[config.mk]
export PLATFORM = sky130hd
export DESIGN_NAME = immediate_decoder_flat
export DESIGN_NICKNAME = d
export VERILOG_FILES = /design/src/rtl/immediate_decoder_if.sv /design/src/rtl/immediate_decoder.sv /design/src/flat_wrapper.sv
export SDC_FILE = /design/constraint.sdc
export NUM_CORES = 1
export LEC_CHECK = 0
export BUFFER_PORTS_ARGS = -buffer_cell sky130_fd_sc_hd__buf_2
export CORE_MARGIN = 4
export CORE_UTILIZATION = 40
export CTS_CLUSTER_DIAMETER = 200
export CTS_CLUSTER_SIZE = 14
export DETAILED_ROUTE_END_ITERATION = 8
export REMOVE_ABC_BUFFERS = 1
export SLEW_MARGIN = 20
export SYNTH_ARGS = -nofsm -noshare
export SYNTH_HDL_FRONTEND = slang
export SYNTH_SLANG_ARGS = --single-unit
[constraint.sdc]
create_clock -name clk -period 1.67 [get_ports clk]
set_input_delay 0.167 -clock clk [delete_from_list [all_inputs] [get_ports clk]]
set_output_delay 0.167 -clock clk [all_outputs]
set_load 0.02 [all_outputs]
[src/rtl/immediate_decoder_if.sv]
// rtl/immediate_decoder_if.sv - instruction-in / decoded-fields-out handshake bundle
interface immediate_decoder_if;
    logic [15:0] instr;
    logic        in_valid;
    logic        in_ready;
    logic        out_valid;
    logic        out_ready;
    logic [3:0]  opcode;
    logic [3:0]  rd;
    logic [3:0]  rs;
    logic        imm_sel;
    logic [15:0] immediate;
    logic        prefix_err;

    modport master (
        output instr, in_valid, out_ready,
        input  in_ready, out_valid, opcode, rd, rs, imm_sel, immediate, prefix_err
    );

    modport slave (
        input  instr, in_valid, out_ready,
        output in_ready, out_valid, opcode, rd, rs, imm_sel, immediate, prefix_err
    );
endinterface

[src/rtl/immediate_decoder.sv]
// rtl/immediate_decoder.sv - decodes 16-bit instructions, merging an optional prefix word into a 16-bit immediate
module immediate_decoder #(
    parameter logic [3:0] EXT_OPCODE = 4'hF
) (
    input  logic             clk,
    input  logic             reset,
    immediate_decoder_if.slave bus
);
    localparam logic [0:0] IDLE        = 1'b0;
    localparam logic [0:0] HAVE_PREFIX = 1'b1;

    logic [0:0]  state;
    logic [7:0]  pfx_byte;
    logic        out_valid_q;
    logic [3:0]  opcode_q;
    logic [3:0]  rd_q;
    logic [3:0]  rs_q;
    logic        imm_sel_q;
    logic [15:0] immediate_q;
    logic        prefix_err_q;

    logic [3:0]  op;
    logic [7:0]  imm8;
    logic        is_prefix;
    logic        imm_form;
    logic        accept;
    logic [15:0] ext_imm;
    logic [15:0] imm_next;

    assign op        = bus.instr[15:12];
    assign imm8      = bus.instr[7:0];
    assign is_prefix = (op == EXT_OPCODE);
    assign imm_form  = op[3] && !is_prefix;

    // Single output register: input may be taken whenever that register drains this cycle.
    assign bus.in_ready = !out_valid_q || bus.out_ready;
    assign accept       = bus.in_valid && bus.in_ready;

    assign ext_imm  = op[2] ? {8'h00, imm8} : {{8{imm8[7]}}, imm8};
    assign imm_next = !imm_form ? 16'h0000 :
                      (state == HAVE_PREFIX) ? {pfx_byte, imm8} : ext_imm;

    always_ff @(posedge clk or posedge reset) begin
        if (reset) begin
            state        <= IDLE;
            pfx_byte     <= 8'h00;
            out_valid_q  <= 1'b0;
            opcode_q     <= 4'h0;
            rd_q         <= 4'h0;
            rs_q         <= 4'h0;
            imm_sel_q    <= 1'b0;
            immediate_q  <= 16'h0000;
            prefix_err_q <= 1'b0;
        end else begin
            prefix_err_q <= 1'b0;
            if (out_valid_q && bus.out_ready) begin
                out_valid_q <= 1'b0;
            end
            if (accept) begin
                if (is_prefix) begin
                    // A second prefix overwrites the first and flags the lost byte.
                    pfx_byte     <= imm8;
                    prefix_err_q <= (state == HAVE_PREFIX);
                    state        <= HAVE_PREFIX;
                end else begin
                    out_valid_q  <= 1'b1;
                    opcode_q     <= op;
                    rd_q         <= bus.instr[11:8];
                    rs_q         <= imm_form ? 4'h0 : bus.instr[3:0];
                    imm_sel_q    <= imm_form;
                    immediate_q  <= imm_next;
                    prefix_err_q <= (state == HAVE_PREFIX) && !imm_form;
                    state        <= IDLE;
                end
            end
        end
    end

    assign bus.out_valid  = out_valid_q;
    assign bus.opcode     = opcode_q;
    assign bus.rd         = rd_q;
    assign bus.rs         = rs_q;
    assign bus.imm_sel    = imm_sel_q;
    assign bus.immediate  = immediate_q;
    assign bus.prefix_err = prefix_err_q;
endmodule

[src/flat_wrapper.sv]
// flat-port wrapper written by rule: the top's interface ports become plain ports
module immediate_decoder_flat 
#(
    parameter logic [3:0] EXT_OPCODE = 4'hF
)
  (clk, reset, bus_instr, bus_in_valid, bus_out_ready, bus_in_ready, bus_out_valid, bus_opcode, bus_rd, bus_rs, bus_imm_sel, bus_immediate, bus_prefix_err);
  immediate_decoder_if bus_i ();
  input  logic clk;
  input  logic reset;
  input wire logic [$bits(bus_i.instr)-1:0] bus_instr;
  input wire logic [$bits(bus_i.in_valid)-1:0] bus_in_valid;
  input wire logic [$bits(bus_i.out_ready)-1:0] bus_out_ready;
  output wire logic [$bits(bus_i.in_ready)-1:0] bus_in_ready;
  output wire logic [$bits(bus_i.out_valid)-1:0] bus_out_valid;
  output wire logic [$bits(bus_i.opcode)-1:0] bus_opcode;
  output wire logic [$bits(bus_i.rd)-1:0] bus_rd;
  output wire logic [$bits(bus_i.rs)-1:0] bus_rs;
  output wire logic [$bits(bus_i.imm_sel)-1:0] bus_imm_sel;
  output wire logic [$bits(bus_i.immediate)-1:0] bus_immediate;
  output wire logic [$bits(bus_i.prefix_err)-1:0] bus_prefix_err;
  assign bus_i.instr = bus_instr;
  assign bus_i.in_valid = bus_in_valid;
  assign bus_i.out_ready = bus_out_ready;
  assign bus_in_ready = bus_i.in_ready;
  assign bus_out_valid = bus_i.out_valid;
  assign bus_opcode = bus_i.opcode;
  assign bus_rd = bus_i.rd;
  assign bus_rs = bus_i.rs;
  assign bus_imm_sel = bus_i.imm_sel;
  assign bus_immediate = bus_i.immediate;
  assign bus_prefix_err = bus_i.prefix_err;
  immediate_decoder #(.EXT_OPCODE(EXT_OPCODE)) u_core (.clk(clk), .reset(reset), .bus(bus_i));
endmodule
# After elaboration in Yosys (flattened, before gate mapping)
# Index checks and enable logic that the tools add are counted.
# totals
reg_bits	40
input_bits	20
out_inout_bits	32
word_cells	31
# classes
eq_ne	1
n_mux	10
bitwise	1
reduce_logical	10
# ops
operator	n
two-way mux 16 bit	3
two-way mux 1 bit	6
== test 4 bit, second input constant	1
logical AND 1 bit	4
two-way mux 4 bit	1
AND reduction 2 bit	2
zero test 1 bit	3
logical OR 1 bit	1
inverter 1 bit	1

# Depth between registers and ports, before layout
# Gate-level depths: netlist of the first run.
# depth
ltp_word	7
depth_mapped	7
depth_no_buf	4

# Least setup slack after synthesis of the first run
# No wires, ideal clock.
# synth_timing
path_type	register -> register
startpoint	register u_core.out_valid_q, in the netlist u_core.bus.out_valid
endpoint	register u_core.opcode_q[3], in the netlist u_core.bus.opcode[3]
setup_time_ps	125
t_arrival_ps	1481
required_ps	1545
setup_slack_ps	64
path_stages_with_launch	8
n_path_buf	3
synth_period_minus_slack_ps	1606
path_cell_list	dfrtp_1 > nor2b_4 > buf_6 > clkinv_4 > nand3_2 > buf_6 > buf_6 > mux2_4
# synth_between
elab_chain_cells	4
# synth_rtl
element	line_no	source
from (decl)	immediate_decoder.sv:14	logic out_valid_q;
from (signal assigned)	immediate_decoder.sv:47	out_valid_q <= 1'b0;
from (signal assigned)	immediate_decoder.sv:57	out_valid_q <= 1'b0;
from (signal assigned)	immediate_decoder.sv:66	out_valid_q <= 1'b1;
zero test 1 bit	immediate_decoder.sv:36	assign bus.in_ready = !out_valid_q || bus.out_ready;
logical OR 1 bit	immediate_decoder.sv:36	
net bus_in_ready	flat_wrapper.sv:13	output wire logic [$bits(bus_i.in_ready)-1:0] bus_in_ready;
logical AND 1 bit	immediate_decoder.sv:37	assign accept = bus.in_valid && bus.in_ready;
AND reduction 2 bit (no line)	--	
to (signal assigned)	immediate_decoder.sv:67	opcode_q <= op;
to (decl)	immediate_decoder.sv:15	logic [3:0] opcode_q;
# The timed path passes the listed nets, and every way through them passes these cells.
# A chain may end at the register's enable or synchronous reset.

# Worst setup path in the final report of the first run
# layout_timing
startpoint	register u_core.state
endpoint	register u_core.immediate_q[9], in the netlist u_core.bus.immediate[9]
# layout_between
elab_chain_cells	2
# layout_rtl
element	line_no	source
from (decl)	immediate_decoder.sv:12	logic [0:0] state;
from (signal assigned)	immediate_decoder.sv:45	state <= IDLE;
from (signal assigned)	immediate_decoder.sv:64	state <= HAVE_PREFIX;
from (signal assigned)	immediate_decoder.sv:73	state <= IDLE;
two-way mux 16 bit	immediate_decoder.sv:41	(state == HAVE_PREFIX) ? {pfx_byte, imm8} : ext_imm;
two-way mux 16 bit	immediate_decoder.sv:40	assign imm_next = !imm_form ? 16'h0000 :
to (signal assigned)	immediate_decoder.sv:71	immediate_q <= imm_next;
to (decl)	immediate_decoder.sv:19	logic [15:0] immediate_q;
# No other way between the ends.

==> out/qor.yml, run 1 <==
crit_slowest_cell: "o21ai_1"
p_leak_nw: 1.10
final_net_count: 215
skew_ns: 0.00759
grt_max_degree: 36
min_period_ns: 1.43
vias_per_cell: 5.11
row_count: 23
gp_congestion: 0.706
cp_max_fo: 11
worst_pin_slew_ns: 0.719
ys_warn_count: 0
drc: 0
worst_ep_required_time_ns: 1.81
fin_crit_sh: 0.857
ctsHtreeMaxLevel: 2
synth_cell_type_count: 23
drive_gt1_frac: 0.451
nFillCells: 407
crit_path_cell_trace: "o21ai_1 > o31ai_1"
status: "finished clean"
critPathArrivalTime_ns: 1.57
place_hpwl_um: 2780
endpoint_kind: "flip-flop"
design_area_mm2: 0.00218
drt_iter0_drc: 55
layout_common_cells: "51 x buf_2, 40 x dfrtp_1, 24 x o31ai_1"
antenna_left: 0
grt_pass1_wl_um: 6440
cts_resized: 0
grt_pass1_vias: 1302
max-slew-margin-rel: 0.518
post_drt_wl_per_cell_um: 16.0
startpoint_type: "flip-flop"
synth_area_leaders: "dfrtp_1 57%, mux2_2 11%, o31ai_1 10%"
worstSetupPathType: "flip-flop to flip-flop"
yosysTopAreaCell: "dfrtp_1"
wl_um: 3930
hold_path_class: "primary input to flip-flop"
final_common_cell: "buf_2"
dp_cells: 237
path_clk_slew_ns: 0.08
area_growth_pct: 23.7
stdcell_count: 245
seq_area_frac_synth: 0.568
initial_core_util: 0.425
ff_latch_area_mm2: 0.00100
cts.sinks: 40
timing.setup.tns_ns: 0
syn_inst: 141
clk_latency_ns: 0.29
clockBufferDepth: 2
synth_seq_cells: 40
insertedDiodeCount: 0
fp.dieArea_mm2: 0.00553
cts_root_buffer: "clkbuf_8"
dr.pass1.iters: 5
die_w_um: 74.4
ir_drop_mv: 0.561
vias: 1253
antenna_found_initial: 0
fp.coreArea_mm2: 0.00414
syn_area_mm2: 0.00176
cap_violations: 0
hold_violations: 0
holdWs_ns: 0.110
fmax_mhz: 698
die_h_um: 74.4
placed_cell_area_mm2: 0.00207
slowest_delay_ns: 0.63
syn-mean-instance-area_um2: 12.5
synth_top_area_share: 0.568
io_pins: 52
grt-ovfl-total: 0
maxSlewViolCount: 0
rsz0062_at_grt: "false"
multi_input_area_um2: 666
cts_tree: "done"
power_density_mw_per_mm2: 1090
io_buffers: 51
cts_buffers: 5
setup_viol: 0
track_usage: 0.155
-- Yosys cell counts --
| library cell | number |
|---|---|
| nand3_1 | 1 |
| buf_6 | 3 |
| o31ai_1 | 24 |
| nand4_1 | 1 |
| nand3_4 | 1 |
| inv_1 | 2 |
| nand3_2 | 1 |
| nor2b_4 | 1 |
| buf_2 | 1 |
| a2bb2oi_1 | 1 |
| clkbuf_1 | 4 |
| o21ai_0 | 10 |
| nand2_1 | 10 |
| a21oi_1 | 1 |
| clkinv_1 | 1 |
| buf_4 | 3 |
| dfrtp_1 | 40 |
| mux2_4 | 3 |
| and4_1 | 1 |
| o21ai_1 | 1 |
| nor2b_1 | 13 |
| clkinv_4 | 1 |
| mux2_2 | 17 |
-- layer usage --
layer | wire [um] | share of wire | GRT usage
met1 | 1740 | 0.44 | 0.199
met2 | 1950 | 0.50 | 0.255
met3 | 221 | 0.056 | 0.0568
met4 | 19 | 0.0048 | 0.0316
met5 | 0 | 0 | 0
-- registers in the layout (all words and copies together), names as in the netlist --
signal / count
u_core.bus.immediate: 16
u_core.pfx_byte: 8
u_core.bus.opcode: 4
u_core.bus.rd: 4
u_core.bus.rs: 4
u_core.bus.imm_sel: 1
u_core.bus.out_valid: 1
u_core.bus.prefix_err: 1
u_core.state: 1
-- per-stage QoR --
| step | util | power (mW) | worst slack, ns |
|---|---|---|---|
| floorplan | - | 1.51 | -0.195 |
| global placement | 0.501 | 1.70 | 0.273 |
| detailed placement | 0.501 | 1.72 | 0.247 |
| CTS | 0.526 | 2.40 | 0.239 |
| global route | 0.526 | 2.50 | 0.111 |
| finish | 0.526 | 2.38 | 0.238 |
-- layout make-up --
cell class                      instances  area share
Multi-Input combinational cell         86       0.305
Clock buffer                            7      0.0442
Timing Repair Buffer                   58       0.154
Inverter                                4     0.00918
Tap cell                               50      0.0287
Sequential cell                        40       0.459
-- report_power, final --
| group | switching, mW | internal [mW] |
|---|---|---|
| Clock | 0.318 | 0.368 |
| Combinational | 0.295 | 0.218 |
| Sequential | 0.0712 | 1.11 |
-- critical path, delay by kind of cell (launching register included) --
family | cells | cell delay, ns
AOI/OAI and AO/OA | 2 | 0.78
DFF | 1 | 0.50
-- what timing repair did --
item                                   4_1_cts  5_1_grt
hold buffers                                 1        0
setup buffers                                0        0
endpoints found under the hold margin        5        0
-- cells by family (layout without fill, tap and decap cells) --
logic type	count (synthesis)	after routing	synth area share
flops	40	40	0.568
compound gates	37	37	0.141
simple gates	29	29	0.102
mux	20	20	0.134
buf+inv	15	69	0.0546
-- final timing paths --
| path | startpoint | endpoint | slack [ns] | cells past startpoint |
|---|---|---|---|---|
| hold reg to reg | u_core.bus.immediate[11]$_DFFE_PP0P_ | u_core.bus.immediate[11]$_DFFE_PP0P_ | 0.49 | 2 |
| setup reg to reg | u_core.state$_DFFE_PP0P_ | u_core.bus.immediate[9]$_DFFE_PP0P_ | 0.24 | 2 |
| setup / recovery | u_core.state$_DFFE_PP0P_ | u_core.bus.immediate[9]$_DFFE_PP0P_ | 0.24 | 2 |
| min in group asynchronous | reset | u_core.bus.rs[2]$_DFFE_PP0P_ | 0.36 | 3 |
| hold / removal | bus_instr[9] | u_core.bus.rd[1]$_DFFE_PP0P_ | 0.11 | 2 |
| max in group asynchronous | reset | u_core.bus.rs[0]$_DFFE_PP0P_ | 0.84 | 4 |
Note: power is estimated with default switching activity, not from simulation.
==> inputs of run 2 (changes only) <==
--- a/config.mk
+++ b/config.mk
@@ -5,7 +5,7 @@
 export SDC_FILE = /design/constraint.sdc
 export NUM_CORES = 1
 export LEC_CHECK = 0
-export BUFFER_PORTS_ARGS = -buffer_cell sky130_fd_sc_hd__buf_2
+export BUFFER_PORTS_ARGS = -buffer_cell sky130_fd_sc_hd__clkbuf_2
 export CORE_MARGIN = 4
 export CORE_UTILIZATION = 40
 export CTS_CLUSTER_DIAMETER = 200
==> out/qor.yml, run 2 (synthesis results as in run 1) <==
status: "finished clean"
hold_path_class: "primary input to flip-flop"
clockBufferDepth: 2
ir_drop_mv: 0.653
drc: 0
path_clk_slew_ns: 0.07
grt_pass1_vias: 1362
path_depth: 5
vias: 1257
row_count: 23
critPathArrivalTime_ns: 1.60
cts_setup_buffers: 0
cap_violations: 0
wl_um: 3880
cp_max_fo: 20
grt-ovfl-total: 0
grt_max_degree: 36
final_net_count: 215
crit_slowest_cell: "mux2_2"
setup_viol: 0
drt_iter0_drc: 65
antenna_found_initial: 0
worst_ep_required_time_ns: 1.84
worst_pin_slew_ns: 0.666
die_h_um: 74.4
grt_pass1_wl_um: 6730
worstSetupPathType: "flip-flop to flip-flop"
timing.setup.tns_ns: 0
antenna_left: 0
dr.pass1.iters: 4
area_growth_pct: 24.8
fp.dieArea_mm2: 0.00553
post_drt_wl_per_cell_um: 15.8
initial_core_util: 0.425
p_leak_nw: 1.10
skew_ns: 0.00851
cts_root_buffer: "clkbuf_8"
fin_crit_sh: 0.855
critPathBufInv: 2
reg2reg_depth: 5
final_common_cell: "clkbuf_2"
maxSlewViolCount: 0
min_period_ns: 1.43
fmax_mhz: 700
dp_cells: 237
endpoint_kind: "flip-flop"
drive_gt1_frac: 0.451
rsz0062_at_grt: "false"
cts_buffers: 5
whs_path_depth: 2
fp.coreArea_mm2: 0.00414
stdcell_count: 245
power_density_mw_per_mm2: 1180
io_buffers: 51
clk_latency_ns: 0.28
io_pins: 52
cts.sinks: 40
gp_congestion: 0.697
die_w_um: 74.4
crit_family: "multiplexers"
slowest_delay_ns: 0.36
place_hpwl_um: 2760
max-slew-margin-rel: 0.553
hold_violations: 0
vias_per_cell: 5.13
layout_common_cells: "51 x clkbuf_2, 40 x dfrtp_1, 24 x o31ai_1"
nFillCells: 396
startpoint_type: "flip-flop"
cts_tree: "done"
track_usage: 0.159
insertedDiodeCount: 0
largest_reg_flops: 16
crit_path_cell_trace: "nor2b_4 > clkinv_4 > nand3_2 > buf_4 > mux2_2"
ctsHtreeMaxLevel: 2
[run 2: cell types whose count changed in the layout (fill, tap and decap cells not counted)]
cell / previous run / this run
bufinv_16: 0 / 2
clkbuf_2: 0 / 51
buf_12: 2 / 1
buf_2: 51 / 0
buf_4: 4 / 5
clkbuf_8: 7 / 5
[run 2: per-stage QoR]
stage           util  hold slack (ns)  setup WS [ns]  total power [mW]  cell area (um^2)
4_1_cts        0.531            0.108          0.235              2.63              2200
3_5_place_dp   0.498            0.104          0.238              1.72              2060
3_3_place_gp   0.498           0.0957          0.266              1.70              2060
6_report       0.531            0.117          0.242              2.60              2200
5_1_grt        0.531            0.109          0.177              2.74              2200
2_1_floorplan      -            0.250         -0.195              1.51              1690
[run 2: what timing repair did]
action	CTS	global route
endpoints found under the hold margin	5	0
resized for setup	0	0
hold buffers	1	0
endpoints found under the setup margin	0	0
[run 2: final cells by class]
cell class | instances | area (um^2) | share of cell area
Clock inverter | 2 | 60.1 | 0.0273
Inverter | 4 | 20.0 | 0.00910
Tap cell | 50 | 62.6 | 0.0284
Sequential cell | 40 | 1000 | 0.455
Multi-Input combinational cell | 86 | 666 | 0.302
Timing Repair Buffer | 58 | 323 | 0.147
Clock buffer | 5 | 68.8 | 0.0313
[run 2: path summary, 6_finish.rpt]
path | slack, ns | startpoint | end
max in group asynchronous | 0.85 | reset | u_core.bus.immediate[0]$_DFFE_PP0P_
worst min register to register | 0.51 | u_core.bus.immediate[14]$_DFFE_PP0P_ | u_core.bus.immediate[14]$_DFFE_PP0P_
min in group asynchronous | 0.36 | reset | u_core.bus.rs[3]$_DFFE_PP0P_
worst max register to register | 0.24 | u_core.bus.out_valid$_DFF_PP0_ | u_core.bus.imm_sel$_DFFE_PP0P_
worst min-delay path | 0.12 | bus_instr[11] | u_core.bus.rd[3]$_DFFE_PP0P_
worst max-delay path | 0.24 | u_core.bus.out_valid$_DFF_PP0_ | u_core.bus.imm_sel$_DFFE_PP0P_
[run 2: where the power goes]
group | switching (mW) | total [mW] | internal [mW] | leakage, nW
combinational | 0.297 | 0.511 | 0.214 | 0.532
sequential | 0.0740 | 1.18 | 1.11 | 0.507
clock | 0.314 | 0.902 | 0.588 | 0.0642
total | 0.686 | 2.60 | 1.91 | 1.10
[run 2: per-layer routing]
layer / track usage / wire, um / up-vias
met5: 0 / 0 / -
met4: 0.0296 / 11 / 0
met3: 0.0541 / 256 / 2
met2: 0.262 / 1990 / 32
met1: 0.206 / 1630 / 613
li1: - / - / 610
